$ cat src/rtl/fetch_ctrl_pkg.sv
// fetch_ctrl_pkg
//   Shared types and constants for the fetch-stage controller:
//   instruction address bus type, controller state encoding, stall
//   vector encodings and a word-alignment helper.
package fetch_ctrl_pkg;

    localparam int unsigned INST_ADDR_W = 32;
    localparam int unsigned STALL_W     = 6;

    typedef logic [INST_ADDR_W-1:0] inst_addr_bus_t;
    typedef logic [STALL_W-1:0]     stall_vec_t;

    typedef enum logic [1:0] {
        ST_BOOT = 2'd0,
        ST_RUN  = 2'd1,
        ST_WAIT = 2'd2,
        ST_PEND = 2'd3
    } fetch_state_e;

    // Stall vector bit order: [0] pc, [1] if, [2] id, [3] ex, [4] mem, [5] wb
    localparam stall_vec_t STALL_NONE = 6'b000000;
    localparam stall_vec_t STALL_MEM  = 6'b000011;
    localparam stall_vec_t STALL_ID   = 6'b000111;
    localparam stall_vec_t STALL_EX   = 6'b001111;

    // Redirect targets are always word aligned.
    function automatic inst_addr_bus_t align_addr(input inst_addr_bus_t addr);
        return {addr[INST_ADDR_W-1:2], 2'b00};
    endfunction

endpackage

$ cat src/rtl/fetch_ctrl.sv
// fetch_ctrl
//   Fetch-stage controller beside the PC register. Merges decode/execute
//   stall requests, instruction-memory wait states, branch redirects and
//   exception flushes into a 6-bit stall vector and a one-cycle PC
//   redirect command.
//
// Ports
//   clk, rst         core clock, synchronous active-high reset
//   stall_req_id     decode stall request (load-use)
//   stall_req_ex     execute stall request (multi-cycle op)
//   branch_flag      taken branch/jump resolved in decode this cycle
//   branch_addr      branch target
//   flush            exception flush from the memory stage
//   new_pc           exception handler address
//   imem_ack         instruction memory completes the current request
//   imem_req         fetch request / instruction-memory chip enable
//   stall            per-stage hold, [0] pc .. [5] wb
//   redir_en         PC register loads redir_addr at the next edge
//   redir_addr       redirect target, word aligned
module fetch_ctrl
    import fetch_ctrl_pkg::*;
#(
    parameter inst_addr_bus_t RESET_VEC = 32'h0000_0000
) (
    input  logic           clk,
    input  logic           rst,
    input  logic           stall_req_id,
    input  logic           stall_req_ex,
    input  logic           branch_flag,
    input  inst_addr_bus_t branch_addr,
    input  logic           flush,
    input  inst_addr_bus_t new_pc,
    input  logic           imem_ack,
    output logic           imem_req,
    output stall_vec_t     stall,
    output logic           redir_en,
    output inst_addr_bus_t redir_addr
);

    fetch_state_e   state_q, state_d;
    inst_addr_bus_t pend_addr_q, pend_addr_d;
    logic           pend_flush_q, pend_flush_d;

    stall_vec_t     stall_enc;
    logic           branch_ok;
    logic           redir_req;
    inst_addr_bus_t redir_tgt;
    logic           req_c;
    logic           redir_en_c;
    inst_addr_bus_t redir_addr_c;

    // Stall encoder: highest applicable entry wins, flush overrides all.
    always_comb begin
        stall_enc = STALL_NONE;
        if (flush) begin
            stall_enc = STALL_NONE;
        end else if (stall_req_ex) begin
            stall_enc = STALL_EX;
        end else if (stall_req_id) begin
            stall_enc = STALL_ID;
        end else if (state_q == ST_WAIT || state_q == ST_PEND) begin
            stall_enc = STALL_MEM;
        end
    end

    // A branch seen while decode is held is dropped; decode re-presents it.
    assign branch_ok = branch_flag & ~stall_enc[2];
    assign redir_req = flush | branch_ok;
    assign redir_tgt = flush ? new_pc : branch_addr;

    always_comb begin
        state_d      = state_q;
        pend_addr_d  = pend_addr_q;
        pend_flush_d = pend_flush_q;
        req_c        = 1'b0;
        redir_en_c   = 1'b0;
        redir_addr_c = '0;

        unique case (state_q)
            ST_BOOT: begin
                redir_en_c   = 1'b1;
                redir_addr_c = RESET_VEC;
                state_d      = ST_RUN;
            end
            ST_RUN: begin
                req_c = 1'b1;
                if (redir_req) begin
                    redir_en_c   = 1'b1;
                    redir_addr_c = redir_tgt;
                end
                state_d = imem_ack ? ST_RUN : ST_WAIT;
            end
            ST_WAIT: begin
                req_c = 1'b1;
                if (imem_ack) begin
                    // Ack in the same cycle: redirect directly, no PEND.
                    if (redir_req) begin
                        redir_en_c   = 1'b1;
                        redir_addr_c = redir_tgt;
                    end
                    state_d = ST_RUN;
                end else if (redir_req) begin
                    pend_addr_d  = redir_tgt;
                    pend_flush_d = flush;
                    state_d      = ST_PEND;
                end
            end
            ST_PEND: begin
                req_c = 1'b1;
                // A flush replaces any pending target; a branch may only
                // replace a pending branch.
                if (flush) begin
                    pend_addr_d  = new_pc;
                    pend_flush_d = 1'b1;
                end else if (branch_ok && !pend_flush_q) begin
                    pend_addr_d = branch_addr;
                end
                if (imem_ack) begin
                    redir_en_c   = 1'b1;
                    redir_addr_c = pend_addr_d;
                    pend_addr_d  = '0;
                    pend_flush_d = 1'b0;
                    state_d      = ST_RUN;
                end
            end
            default: begin
                state_d = ST_BOOT;
            end
        endcase
    end

    // Outputs are quiet while reset is held; a redirect cycle never stalls.
    always_comb begin
        imem_req   = 1'b0;
        stall      = STALL_NONE;
        redir_en   = 1'b0;
        redir_addr = '0;
        if (!rst) begin
            imem_req   = req_c;
            redir_en   = redir_en_c;
            redir_addr = redir_en_c ? align_addr(redir_addr_c) : '0;
            stall      = redir_en_c ? STALL_NONE : stall_enc;
        end
    end

    always_ff @(posedge clk) begin
        if (rst) begin
            state_q      <= ST_BOOT;
            pend_addr_q  <= '0;
            pend_flush_q <= 1'b0;
        end else begin
            state_q      <= state_d;
            pend_addr_q  <= pend_addr_d;
            pend_flush_q <= pend_flush_d;
        end
    end

endmodule
$ cat config.mk
export PLATFORM = sky130hd
export DESIGN_NAME = fetch_ctrl
export DESIGN_NICKNAME = d
export VERILOG_FILES = /design/src/rtl/fetch_ctrl_pkg.sv /design/src/rtl/fetch_ctrl.sv
export SDC_FILE = /design/constraint.sdc
export NUM_CORES = 1
export LEC_CHECK = 0
export ABC_AREA = 1
export BUFFER_PORTS_ARGS = -buffer_cell sky130_fd_sc_hd__buf_2
export CELL_PAD_IN_SITES_DETAIL_PLACEMENT = 1
export CELL_PAD_IN_SITES_GLOBAL_PLACEMENT = 1
export CORE_MARGIN = 2
export CORE_UTILIZATION = 37
export CTS_CLUSTER_DIAMETER = 100
export DETAILED_ROUTE_END_ITERATION = 7
export PLACE_DENSITY_LB_ADDON = 0.15
export SYNTH_ARGS = -nofsm -noshare
export SYNTH_HDL_FRONTEND = slang
export SYNTH_SLANG_ARGS = --single-unit
$ cat constraint.sdc
create_clock -name clk -period 2.8 [get_ports clk]
set_input_delay 0.14 -clock clk [delete_from_list [all_inputs] [get_ports clk]]
set_output_delay 0.14 -clock clk [all_outputs]
set_load 0.005 [all_outputs]
-- Yosys cells after proc, flatten, opt, wreduce, memory -nomap -nowiden
Cells that the tools add are included.
- flip-flop bits (word level): 35
- input bits: 71
- output and inout bits: 40
- logic and storage cells: 59
- equality and inequality tests: 8
- muxes and demuxes: 36
- bitwise operators: 3
- reductions and logical operators: 9
- operators with widths (kind ; number):
    two-way mux 32 bit ; 11
    case mux 32 bit (4 select lines) ; 1
    case mux 32 bit (2 select lines) ; 1
    two-way mux 6 bit ; 2
    two-way mux 1 bit ; 10
    two-way mux 2 bit ; 5
    two-way mux 4 bit ; 2
    case mux 2 bit (4 select lines) ; 1
    != test 2 bit, second input constant ; 3
    != test 3 bit, second input constant ; 2
    == test 2 bit, second input constant ; 2
    case mux 1 bit (4 select lines) ; 1
    AND reduction 4 bit ; 1
    two-way mux 3 bit ; 1
    AND reduction 3 bit ; 1
    OR reduction 3 bit ; 1
    == test 2 x 1 -> 1 bit, second input constant ; 1
    logical NOT 2 bit ; 1
    case mux 1 bit (2 select lines) ; 1
    AND reduction 2 bit ; 1
    nonzero test 2 bit ; 1
    bitwise AND 1 bit ; 1
    logical AND 1 bit ; 1
    logical NOT 1 bit ; 1
    other kinds (3) ; 3

-- Longest topological paths before layout
Gate-level depths: netlist (run 1).
- word-level depth: 15
- gate-level depth with buffers: 10
- depth with buffers taken out: 9

-- Worst setup path after synthesis (run 1)
OpenSTA, ideal clock, no wires.
- path kind: register -> output
- from: register state_q[0]
- to: output port redir_addr[11]
- arrival time: 1.436 ns
- required time: 2.660 ns
- slack: 1.224 ns
- stages on the path, launching flop included: 10
- buffers on the path: 1
- cell sequence: dfxtp_1 > inv_1 > ha_1 > inv_1 > o21ai_0 > nand2_1 > nand3_1 > nand3_1 > clkbuf_1 > a21oi_1
- cells in the longest elaborated chain, start to end: 4
- elaborated cells between the ends (all ways): 8
- classes of those cells: eq/ne: 3; mux: 4; reduce/logical: 1
- RTL lines (what ; line ; source):
    from (decl) ; fetch_ctrl.sv:40 ; fetch_state_e state_q, state_d;
    from (signal assigned) ; fetch_ctrl.sv:152 ; state_q <= state_d;
    == test 2 bit (tied with other cells) ; fetch_ctrl.sv:79 ; unique case (state_q)
    case mux 32 bit (4 select lines) / case mux 1 bit (4 select lines) (equally long branches) ; fetch_ctrl.sv:79 ;
    two-way mux 32 bit * ; fetch_ctrl.sv:141 ; redir_addr = redir_en_c ? align_addr(redir_addr_c) : '0;
    two-way mux 32 bit * ; fetch_ctrl.sv:138 ; if (!rst) begin
    to (decl) ; fetch_ctrl.sv:37 ; output inst_addr_bus_t redir_addr
Every way passes the cells marked *; elsewhere a longest branch is shown, timed or not.

-- Final worst setup path (run 1)
- from: register state_q[0]
- to: output port redir_addr[31]
The elaborated chain is that of the path after synthesis.

==> run summary, run 1 <==
Cells with a size suffix above 1 make up 28.1% of the layout. Endpoint class of the critical path: a primary output. The setup check on the worst reg-to-reg path leaves a slack of 0.92 ns. Setup repair after global routing left no endpoint under its margin. The worst pin sits at a relative slew slack of 61.1%. Overall power of the completed layout: 1.27 mW. The worst-margin pin slew is 0.583 ns.

In this run, the number of DRC markers left after iteration 0 of detailed routing was 161. The H-tree depth reported by CTS was 2; the average via count per standard cell was 5.74. The die covers 9190 um^2.

The register bit count reported by yosys is 33, and the sum of routed wire length over all layers is 11900 um. Yosys instantiated no cell more often than sky130_fd_sc_hd__nand3_1. Entering global routing, the biggest net connects 63 pins.

The antenna diode count was 0; the number of antenna violations at the first check in global routing was 0. The worst-path maximum fanout was 31; the share of Yosys cell area claimed by the top area cell type was 21.1%. Across the run, the number of max-cap violations was 0. In the finished design, the share of the clock period the worst path needs comes to 91.1%. For the cell area after synthesis, the log shows 3120 um^2. The starting density of the core is 38.0%, and the number of synthesized flops with an enable pin is 0. Dividing the synthesized area by the synthesized cell count gives 6.25 um^2. Buffers inserted to repair hold after CTS numbered 0. Row generation in the floorplan step produced 33 rows. The maximum buffer depth of the clock tree is 2. Worst hold path class: in -> reg. The clock insertion delay at the later pin of the skew report was 0.29 ns; the worst endpoint data arrival time was 2.41 ns. The final critical path time including I/O delays and setup came out at 2.55 ns. The run gives 5 as the number of clock buffers inserted by TritonCTS.

The tree is rooted in a sky130_fd_sc_hd__clkbuf_8. Net switching is 35.8% of the power. Once layout is complete, the utilization of the core stands at 45.9%. The relative contribution of combinational cells to total power was 31.9%. The run gives 661 um^2 as the register cell area after layout. The total iterations of the first detailed-routing run was 4; the maximum VDD drop was 0.201 mV.

The average wire length per cell after detail routing is 17.4 um, and the cell depth of the worst flop-to-flop path is 8. Data on the critical path is required at its endpoint by 2.66 ns. TritonCTS built the clock tree. The die is 95.9 um tall.

Count of warnings emitted by yosys: 0. The synthesized netlist cell count is 500, and the number of antenna-violating nets in the routed design is 0. The run gives 0.248 ns as the worst-case setup margin in the final layout.

After clock tree synthesis, the clock-pin slew on the worst setup and hold paths is 0.07 ns. The post-synthesis async set-or-reset flop share was 0%; the count of filler cells inserted in the layout was 1171. The tools report the static leakage as 1.52 nW. The floorplan step defined a core boundary enclosing 8220 um^2.

The area growth from synthesis to layout is 20.6%. The run gives 3932 as the via total after detailed routing. The run gives 654 as the net count reported at finish.

The flow ran to the end, and the final reports show no timing, DRC or antenna violations. For this design the total switching power over the nets is 454 uW. Once placement finished, the instance area stood at 3680 um^2. For this run, the leading register cell type out of synthesis is sky130_fd_sc_hd__dfxtp_1. The run gives 812 uW as the internal power. After synthesis, the most frequently instantiated cells are sky130_fd_sc_hd__nand3_1, sky130_fd_sc_hd__a21oi_1, sky130_fd_sc_hd__o21ai_0. The tools report the max-slew violation count as 0.

The count of cells in the finished layout, fillers not included, comes to 685. At the end of routability-driven placement, the weighted congestion stood at 0.799. For this design the ratio of total power to cell area is 336 nW/um^2. The die is 95.9 um wide. The tools report the top-level I/O count as 111. Count of instances resized after the clock tree is built: 0.

The worst setup path is of the reg -> out kind. After routing the design area is 3770 um^2. The run gives 0 ns as the final sum of negative setup slack. Counting instances, the worst hold path has a depth of 2. The number of endpoints with negative hold slack in the final report was 0. sky130_fd_sc_hd__dfxtp_1 takes more of the synthesized area than any other cell. The critical register-to-register path endpoint is pend_addr_q[10]. After synthesis, flip-flops and latches occupy 21.1% of the total area.

In this run the critical register-to-register path is launched from state_q[0]. For this run, the top clock speed supported by timing is 0.392 GHz. Setup violations remaining at the end of the flow were counted as 0. The startpoint identified for the worst hold timing path is rst.

The global-route wire length before repair was 19000 um; the share of power burned in the clock network was 28.7%. By area the synthesized netlist is led by sky130_fd_sc_hd__dfxtp_1, sky130_fd_sc_hd__nand3_1, sky130_fd_sc_hd__a21oi_1, sky130_fd_sc_hd__o21ai_0, sky130_fd_sc_hd__o21a_1. Final hold analysis gives a worst-case slack of 0.0677 ns. For the via count of the first global-routing pass, the log shows 3938.

The post-detailed-placement half-perimeter wirelength is 7750 um, and the count of buffers inserted at the top-level ports is 102. The hold path endpoint is pend_flush_q. The run gives 0 as the final routed DRC violation total.

STA classifies the critical path startpoint as a flip-flop. Summed over all layers, the global routing overflow is 0. The total setup buffers inserted after CTS is 0, and the global-route usage over all layers is 26.4%. For the worst-case clock skew, the log shows 0.00586 ns. The share of total power dissipated in sequential elements is 39.4%. Including well taps, the total number of placed cells is 677. The post-placement setup slack was 0.596 ns; the clock net sink count was 33. The synthesized netlist contains 24 unique library cells. In the final layout, the multi-input gates occupy 2190 um^2.
state kept, by name, indices dropped and copies added, names as in the netlist:
register	flops
pend_flush_q	1
pend_addr_q	30
state_q	2
worst max-delay path by stage:
stage,from,to,slack (ns),depth (start not counted)
final,state_q[0],redir_addr[31],0.25,11
after global routing,state_q[0],redir_addr[28],0.09,11
after CTS,state_q[0],redir_addr[28],0.27,11
after detailed placement,state_q[0],redir_addr[28],0.60,11
after global placement,state_q[0],redir_addr[29],0.65,11
after floorplan,state_q[0],redir_addr[11],1.22,9
power groups by stage:
stage | clock, mW | sequential (mW) | combinational, mW
after global routing | 0.386 | 0.501 | 0.448
final | 0.363 | 0.499 | 0.404
after detailed placement | 0 | 0.510 | 0.401
after floorplan | 0 | 0.507 | 0.251
after global placement | 0 | 0.508 | 0.387
after CTS | 0.369 | 0.499 | 0.402
critical path: stages (launching register included):
cell,delay [ns]
sky130_fd_sc_hd__dfxtp_1,0.33
sky130_fd_sc_hd__inv_1,0.10
sky130_fd_sc_hd__ha_1,0.21
sky130_fd_sc_hd__inv_1,0.11
sky130_fd_sc_hd__o21ai_0,0.17
sky130_fd_sc_hd__nand2_1,0.07
sky130_fd_sc_hd__buf_4,0.25
sky130_fd_sc_hd__nand3_1,0.13
sky130_fd_sc_hd__nand3_1,0.12
sky130_fd_sc_hd__buf_4,0.24
sky130_fd_sc_hd__a21oi_1,0.23
sky130_fd_sc_hd__buf_2,0.16
layout make-up:
type                    instances  area share, %
multi-input cells             404           58.2
well taps                     105           3.49
flip-flops and latches         33           17.5
clock inverters                 2          0.266
clock buffers                   6           1.93
inverters                      15           1.49
repair buffers                120           17.1
placed cells by master (no fill, tap or decap):
master / Yosys / final
sky130_fd_sc_hd__ha_1: 4 / 4
sky130_fd_sc_hd__nand2_1: 41 / 40
sky130_fd_sc_hd__nand3_1: 95 / 95
sky130_fd_sc_hd__o21a_1: 30 / 30
sky130_fd_sc_hd__o211ai_1: 1 / 1
sky130_fd_sc_hd__o21ai_0: 53 / 53
sky130_fd_sc_hd__clkinv_2: 0 / 2
sky130_fd_sc_hd__nor3_1: 1 / 1
sky130_fd_sc_hd__o21bai_1: 1 / 1
sky130_fd_sc_hd__clkbuf_1: 27 / 1
sky130_fd_sc_hd__inv_1: 13 / 13
sky130_fd_sc_hd__o21ai_1: 10 / 10
sky130_fd_sc_hd__a21oi_1: 64 / 64
sky130_fd_sc_hd__or2_1: 25 / 25
sky130_fd_sc_hd__buf_4: 5 / 18
sky130_fd_sc_hd__conb_1: 1 / 4
sky130_fd_sc_hd__inv_2: 2 / 2
sky130_fd_sc_hd__buf_2: 18 / 102
sky130_fd_sc_hd__nand4_1: 30 / 30
sky130_fd_sc_hd__or2_2: 30 / 30
sky130_fd_sc_hd__nor2_2: 0 / 1
sky130_fd_sc_hd__dfxtp_1: 33 / 33
sky130_fd_sc_hd__nor2_1: 8 / 7
sky130_fd_sc_hd__nand2_2: 0 / 1
sky130_fd_sc_hd__clkbuf_8: 0 / 5
sky130_fd_sc_hd__or2_0: 5 / 5
sky130_fd_sc_hd__o21ai_2: 2 / 2
logic make-up after synthesis:
kind of cell	after synthesis	share of synthesized area, %
compound gates	161	28.6
other cells	1	0.120
buf+inv	66	9.25
fa+ha+maj	4	1.60
simple gates	235	39.3
flops	33	21.1
per-layer routing:
metal,routed length (um),GRT usage (%),up-vias
met4,186,8.21,0
met2,5960,47.1,110
met3,542,3.37,18
met5,0,0,-
met1,5260,32.7,1889
li1,-,-,1915
Power figures use the tool's default switching activity.
==> inputs of run 2 (changes only) <==
Settings changed: GPL_ROUTABILITY_DRIVEN from default to 0, PLACE_DENSITY_LB_ADDON 0.15 to 0.1.
==> run 2 against run 1 <==
- combinational power barely moved
- cell area grew 1.2%
- non-clock buffer count is 4 higher
- sequential share of layout area is 0.21 points lower
- clock power increased by 2%
- register-to-register slack got worse by 0.05 ns
- routed wire length increased by 0.80%
- largest power group unchanged
- highest routed layer is now met5
==> run summary, run 2 (synthesized netlist as in run 1, its figures left out) <==
The run finished with clean final reports. The max-slew violation count came out at 0 (unchanged). Setup repair after global routing left no endpoint under its margin. The H-tree depth reported by CTS is 2 (unchanged), and the average wire length per cell after detail routing is 17.5 um (+0.22%).

STA classifies the critical path endpoint as a primary output. The clock input transition at the sequential cells of the worst setup and hold paths came out at 0.08 ns (about the same). The maximum VDD drop came out at 0.155 mV (-23%). The via count of the first global-routing pass is 4086 (+3.8%), and the highest clock frequency the design can meet is 0.409 GHz (+4.5%). The run gives 0 (unchanged) as the count of instances resized after the clock tree is built. Number of antenna violations at the first check in global routing: 1 (+1). The flip-flop count of the largest register, all copies and words added is 30 (unchanged).

The proportion of layout cells with a drive suffix above 1 was 28.8% (+0.66 points). The logs give 33 (unchanged) for the clock net sink count and 9190 um^2 (unchanged) for the area enclosed by the die boundary. The delay of the slowest critical-path stage is 0.33 ns (about the same).

The tools report the global-route usage over all layers as 26.7% (+0.37 points). The final routed DRC violation total was 0 (unchanged). For the total setup buffers inserted after CTS, the log shows 0 (unchanged). The run gives 3974 (+1.1%) as the via total after detailed routing. Data required time at the worst endpoint: 2.66 ns (about the same).

The number of buffer and inverter stages on the critical path is 4 (-1), and the overall power of the completed layout is 1.27 mW (+0.56%). The tools report the worst-case clock skew as 0.00723 ns (+0.00137 ns). The worst setup path is launched from a flip-flop.

The count of final setup violators came out at 0 (unchanged). The classification of the worst setup path was reg -> out. The number of clock buffers inserted by TritonCTS came out at 5 (unchanged). Clock tree synthesis selected as its root buffer the cell sky130_fd_sc_hd__clkbuf_8. The run gives 0 (unchanged) as the number of max-cap violations.

The share of the clock period used by the worst path after layout is 87.2% (-3.9 points), and the final critical path time including I/O delays and setup is 2.44 ns (-0.110 ns). Post-detailed-placement half-perimeter wirelength: 8150 um (+5.1%). The run gives 0 (unchanged) as the number of antenna-violating nets in the routed design. The largest registers in the layout are pend_addr_q x30, state_q x2, pend_flush_q x1.

The global-route congestion overflow total is 0 (unchanged). Number of placement rows: 33 (unchanged). The area growth from synthesis to final layout is 22.1%.

The worst-margin pin slew is 0.637 ns (+0.0534 ns), and the number of DRC markers after the initial detailed-route iteration is 153 (-5.0%). The cell family contributing the most delay on the critical path is buffers and inverters. More flip-flops sit in one register than any other, and that register is pend_addr_q. The average via count per standard cell came out at 5.77 (+0.48%). Leaving out fill and tap cells, the most frequent cell in the layout is sky130_fd_sc_hd__buf_2.

Worst-path maximum fanout: 24 (-23%). For the starting density of the core, the log shows 38.0% (unchanged). Worst slew margin relative to its limit: 57.5% (-3.6 points). TritonCTS built the clock tree. The min-delay analysis places its worst path in the category in -> reg.

The total power density per cell area was 334 nW/um^2 (-0.66%). The global-route wire length before repair was 19600 um (+2.7%); the net count reported at finish was 658 (+0.61%). The logs give 0 (unchanged) for the hold buffer count at CTS and 1154 (-1.5%) for the count of filler cells inserted in the layout.

The static leakage was 1.54 nW (+1.4%); the maximum buffer depth of the clock tree was 2 (unchanged). The run gives 0 ns (unchanged) as the final sum of negative setup slack. The core outline area came out at 8220 um^2 (unchanged).

The die boundary width is 95.9 um (unchanged). The number of endpoints with negative hold slack in the final report was 0 (unchanged); the sum of routed wire length over all layers was 12000 um (+0.80%). In the layout the commonest cells are sky130_fd_sc_hd__buf_2, sky130_fd_sc_hd__nand3_1, sky130_fd_sc_hd__a21oi_1. Walking the worst path, the cells encountered are inv_1 -> ha_1 -> inv_1 -> o21ai_0 -> nand2_1 -> buf_4 -> or2_1 -> a21oi_1 -> buf_2. The tools report the worst endpoint data arrival time as 2.30 ns (-0.11 ns).

Dominant cell type by count on the critical path: sky130_fd_sc_hd__inv_1. The antenna diode count came out at 0 (unchanged). Critical-path cell with the highest stage delay: sky130_fd_sc_hd__dfxtp_1. The count of buffers inserted at the top-level ports is 102 (unchanged), and the maximum number of pins on one net before global-route repair is 63 (unchanged). Top-level I/O count: 111 (unchanged). The die height is 95.9 um (unchanged).

The total iterations of the first detailed-routing run is 4 (unchanged). The clock insertion delay at the later pin of the skew report came out at 0.29 ns (about the same).
==> run 2: cell type report <==
cell class	instances	area (um^2)	share of cell area [%]
multi-input combinational	404	2190	57.4
clock buffer	5	68.8	1.80
inverter	15	56.3	1.48
sequential	33	661	17.3
timing repair buffer	124	688	18.0
clock inverter	3	17.5	0.459
tap	105	131	3.44
==> run 2: power by group <==
part	total, mW	internal, mW	switching [mW]
clock network	0.370	0.172	0.198
logic	0.404	0.154	0.250
registers	0.499	0.489	0.0104
total	1.27	0.815	0.458
==> run 2: layer usage <==
layer	vias up	GRT usage (%)	wire length, um
met5	-	0	13
met4	2	6.55	106
met3	14	4.39	625
met2	114	48.1	6040
met1	1915	33.1	5260
li1	1929	-	-
==> run 2: worst paths after layout <==
kind / startpoint / slack (ns) / endpoint / depth (start not counted)
worst min-delay path: rst / 0.08 / pend_flush_q / 2
worst max register to register: state_q[0] / 0.87 / pend_addr_q[3] / 7
worst min register to register: pend_flush_q / 0.50 / pend_flush_q / 2
worst max-delay path: state_q[0] / 0.36 / redir_addr[4] / 9
==> run 2: metrics by stage <==
stage | hold WS, ns | setup WS, ns | util (%) | cells | instance area [um^2]
2_1_floorplan | 0.209 | 1.22 | - | 503 | 3140
3_3_place_gp | 0.386 | 0.729 | 45.4 | 681 | 3730
3_5_place_dp | 0.388 | 0.685 | 45.4 | 681 | 3730
4_1_cts | 0.0691 | 0.352 | 46.4 | 689 | 3810
5_1_grt | 0.0643 | 0.210 | 46.4 | 689 | 3810
6_report | 0.0802 | 0.357 | 46.4 | 689 | 3810
==> inputs of run 3 (changes only) <==
Settings changed: ABC_AREA 1 to default, BUFFER_PORTS_ARGS -buffer_cell sky130_fd_sc_hd__buf_2 to -buffer_cell sky130_fd_sc_hd__buf_4, CORE_UTILIZATION 37 to 41, REMOVE_ABC_BUFFERS from default to 1.
==> run 3 against run 2 <==
- sequential share of layout area decreased by 0.63 points
- sequential power decreased by 4%
- power decreased by 6.2%
- global-route usage fell by 3.9 points
- via count down 29%
- largest power group unchanged
- worst setup slack improved by 0.10 ns
- combinational power decreased by 13%
- count of clock-buffer cells in the layout up 3
==> run summary, run 3 <==
Most common flop cell mapped by yosys: sky130_fd_sc_hd__dfxtp_1. In the final layout, the registers with the most flip-flops are pend_addr_q x30, state_q x2, pend_flush_q x1. The count of unique library cells instantiated by Yosys is 36 (+50%).

The number of DRC markers after the initial detailed-route iteration is 88 (-42%), and the sum of routed wire length over all layers is 9290 um (-23%). The library cells used most frequently in the layout, excluding fill and tap cells, are sky130_fd_sc_hd__buf_4, sky130_fd_sc_hd__mux2i_1, sky130_fd_sc_hd__dfxtp_1. For the final routed DRC violation total, the log shows 0 (unchanged). Sorting the synthesized cells by area gives the leading types as sky130_fd_sc_hd__dfxtp_1, sky130_fd_sc_hd__mux2i_1, sky130_fd_sc_hd__o221ai_2, sky130_fd_sc_hd__mux2_1, sky130_fd_sc_hd__nand3_1.

The die height is 90.9 um (-5.2%), and the total iterations of the first detailed-routing run is 4 (unchanged). The post-synthesis sequential area ratio is 21.3% (+0.18 points), and the average via count per standard cell is 5.80 (+0.62%). The tools report the count of instances resized after the clock tree is built as 0 (unchanged). In the post-synthesis netlist, the cell with the most instances is sky130_fd_sc_hd__mux2i_1. The top-level I/O count came out at 111 (unchanged). The hold buffer count at CTS came out at 0 (unchanged). The total setup buffers inserted after CTS was 0 (unchanged).

The root buffer cell chosen for the clock tree is sky130_fd_sc_hd__clkbuf_8. The logs give 2.66 ns (about the same) for the data required time at the worst endpoint and 0.00511 ns (-0.00212 ns) for the worst-case clock skew. The cell area after synthesis is 3100 um^2 (-0.84%), and the die boundary width is 90.9 um (-5.2%).

The share of synthesized area spent on multiplexers works out to 33.0% (+33 points). The logs give 0 (-1) for the number of antenna violations at the first check in global routing and 2.20 ns (-0.10 ns) for the worst endpoint data arrival time. The max-slew violation count came out at 0 (unchanged).

The register bank with the most flops is pend_addr_q. The tools report the antenna diode count as 0 (unchanged). The maximum VDD drop was 0.130 mV (-16%).

The fraction of the mapped netlist area in adder cells is 1.62% (+0.014 points). The slowest stage of the critical path belongs to the cell sky130_fd_sc_hd__dfxtp_1. The area growth from synthesis to final layout came out at 27.7%.

The met1 demand-to-capacity share in global routing came out at 28.5% (-4.6 points). The instance count after placement with tap cells included is 480 (-30%). By area, the combinational part of the netlist is dominated by multiplexers.

The met2 track utilization from global routing came out at 39.9% (-8.1 points). The delay of the slowest critical-path stage works out to 0.35 ns (+0.02 ns). The tools report the endpoint class of the critical path as a primary output. The share of Yosys cell area claimed by the top area cell type was 21.3% (+0.18 points); the post-synthesis async set-or-reset flop share was 0% (unchanged). The global-route usage over all layers was 22.8% (-3.9 points). The tools report the static leakage as 1.76 nW (+14%). The run finished with clean final reports. Global-route wire length before repair: 15500 um (-21%).

The net switching power was 371 uW (-19%). The tools report the starting density of the core as 42.5% (+4.5 points). The H-tree depth reported by CTS is 2 (unchanged), and the worst-margin pin slew is 0.727 ns (+0.0900 ns). The number of antenna-violating nets in the routed design is 0 (unchanged). The flip-flop count of the largest register, all copies and words added came out at 30 (unchanged).

The area enclosed by the die boundary was 8270 um^2 (-10%); the via count of the first global-routing pass was 3087 (-24%). The share of synthesized cell area in and, or, nand and nor gates is 10.1% (-29 points). The kind of cell with the highest combined delay along the critical path is multiplexers.

The post-detailed-placement half-perimeter wirelength is 6680 um (-18%). The maximum number of pins on one net before global-route repair was 36 (-43%). The net count reported at finish was 463 (-30%).

The area share of xor/xnor cells in the synthesized design works out to 0% (unchanged). The proportion of layout cells with a drive suffix above 1 is 47.8% (+19 points), and the maximum buffer depth of the clock tree is 2 (unchanged). The run gives 661 um^2 (unchanged) as the register cell area after layout. In this run the most used layer during global routing was met2. The critical path in this run is classified as reg -> out. The number of buffer and inverter stages on the critical path is 2 (-2).

The internal power came out at 824 uW (+1.1%). The count of placed standard cells in the final layout, fillers left out was 488 (-29%). The area occupied by multi-input gates is 2200 um^2 (+0.51%), and the number of max-cap violations is 0 (unchanged). The count of buffers inserted at the top-level ports is 102 (unchanged). Traced cell by cell, the critical path runs through nor4b_4 -> buf_12 -> mux2_1 -> mux2i_1 -> o22ai_1 -> buf_4. For the final sum of negative setup slack, the log shows 0 ns (unchanged). The worst hold path class was in -> reg.

The via total after detailed routing was 2832 (-29%); the share of power burned in the clock network was 30.5% (+1.5 points). The final critical path time including I/O delays and setup was 2.34 ns (-0.101 ns); the clock insertion delay at the later pin of the skew report was 0.29 ns (about the same). Count of final setup violators: 0 (unchanged). Average instance area after synthesis: 10.4 um^2 (+66%). The clock input transition at the sequential cells of the worst setup and hold paths was 0.07 ns (about the same); the count of warnings emitted by yosys was 0 (unchanged).

The global-route congestion overflow total is 0 (unchanged). For the number of clock buffers inserted by TritonCTS, the log shows 5 (unchanged). Leaving out fill and tap cells, the most frequent cell in the layout is sky130_fd_sc_hd__buf_4.

The register bit count reported by yosys was 33 (unchanged). In the synthesized netlist, the cells that appear most often are sky130_fd_sc_hd__mux2i_1, sky130_fd_sc_hd__dfxtp_1, sky130_fd_sc_hd__nand3_1. The share of the clock period used by the worst path after layout is 83.6% (-3.6 points).

Core outline area: 7290 um^2 (-11%). The number of endpoints with negative hold slack in the final report came out at 0 (unchanged). Setup repair after global routing left no endpoint under its margin. The number of synthesized flops with an enable pin works out to 0 (unchanged). The run gives 5.09% (+0.71 points) as the met3 layer usage reported by global route.

Summed over all instances, the cell type with the most area after synthesis is sky130_fd_sc_hd__dfxtp_1. For the relative contribution of combinational cells to total power, the log shows 29.3% (-2.5 points). The worst-path maximum fanout was 30 (+25%). The count of filler cells inserted in the layout was 862 (-25%). TritonCTS built the clock tree. The synthesized netlist cell count is 299 (-40%), and the area fraction in compound gates after synthesis is 25.4% (-3.2 points).

The number of placement rows came out at 31 (-6.1%). The proportion of power drawn by flip-flops and latches was 40.2% (+1.0 points); the average wire length per cell after detail routing was 19.0 um (+8.9%). The clock net sink count was 33 (unchanged); the switching power as a share of total power was 31.0% (-5.0 points).

For the highest clock frequency the design can meet, the log shows 0.427 GHz (+4.3%). The worst setup path is launched from a flip-flop. The total power density per cell area was 302 nW/um^2 (-9.6%).

The worst slew margin relative to its limit came out at 51.5% (-6.0 points).
[run 3: changes by cell type after synthesis, sizes merged, moves of 16 or more]
cell,previous run,this run
or2,60,0
nand2,41,3
nand3,95,32
clkbuf,27,11
o21a,30,0
a21oi,64,8
o22ai,0,30
nand4,30,0
o21ai,65,3
mux2i,0,61
mux2,0,30
o221ai,0,30
[run 3: worst paths after layout]
kind | start | end | slack (ns) | depth (start not counted)
setup reg to reg | state_q[0] | pend_addr_q[17] | 0.81 | 3
hold reg to reg | pend_addr_q[24] | pend_addr_q[24] | 0.49 | 2
setup / recovery | pend_flush_q | redir_addr[10] | 0.46 | 6
hold / removal | rst | state_q[0] | 0.07 | 2
[run 3: power groups by stage]
stage	clock network [mW]	logic, mW	registers, mW
4_1_cts	0.375	0.353	0.480
3_5_place_dp	0	0.352	0.491
3_3_place_gp	0	0.344	0.490
5_1_grt	0.397	0.379	0.481
6_report	0.364	0.351	0.480
2_1_floorplan	0	0.181	0.489
[run 3: logic make-up (layout without fill, tap and decap cells)]
kind of cell / count (synthesis) / after routing
adder cells (fa/ha/maj): 4 / 4
buffers and inverters: 41 / 128
AND/OR/NAND/NOR: 52 / 52
multiplexers: 91 / 91
AO/OA/AOI/OAI: 77 / 77
flip-flops: 33 / 33
other: 1 / 4
[run 3: final cells by class]
cell class / count / area share (%)
Clock buffer: 8 / 2.02
Inverter: 6 / 0.569
Multi-Input combinational cell: 228 / 55.6
Sequential cell: 33 / 16.7
Tap cell: 99 / 3.13
Timing Repair Buffer: 114 / 21.9
[run 3: metrics by stage]
step                      power [mW]  setup WS (ns)  utilization, %  hold WS [ns]  cell area, um^2
after floorplan                0.671          0.252               -         0.219             2870
after global placement         0.834          0.570            53.2         0.375             3880
after detailed placement       0.842          0.492            53.2         0.378             3880
after CTS                       1.21          0.441            54.3        0.0604             3960
after global routing            1.26          0.331            54.3        0.0750             3960
final                           1.19          0.459            54.3        0.0673             3960
[run 3: layer usage]
metal / routed length [um] / up-vias / share of wire (%)
met3: 475 / 9 / 5.1
met5: 0 / - / 0
met1: 4030 / 1403 / 43
met4: 99 / 0 / 1.1
li1: - / 1346 / -
met2: 4680 / 74 / 50
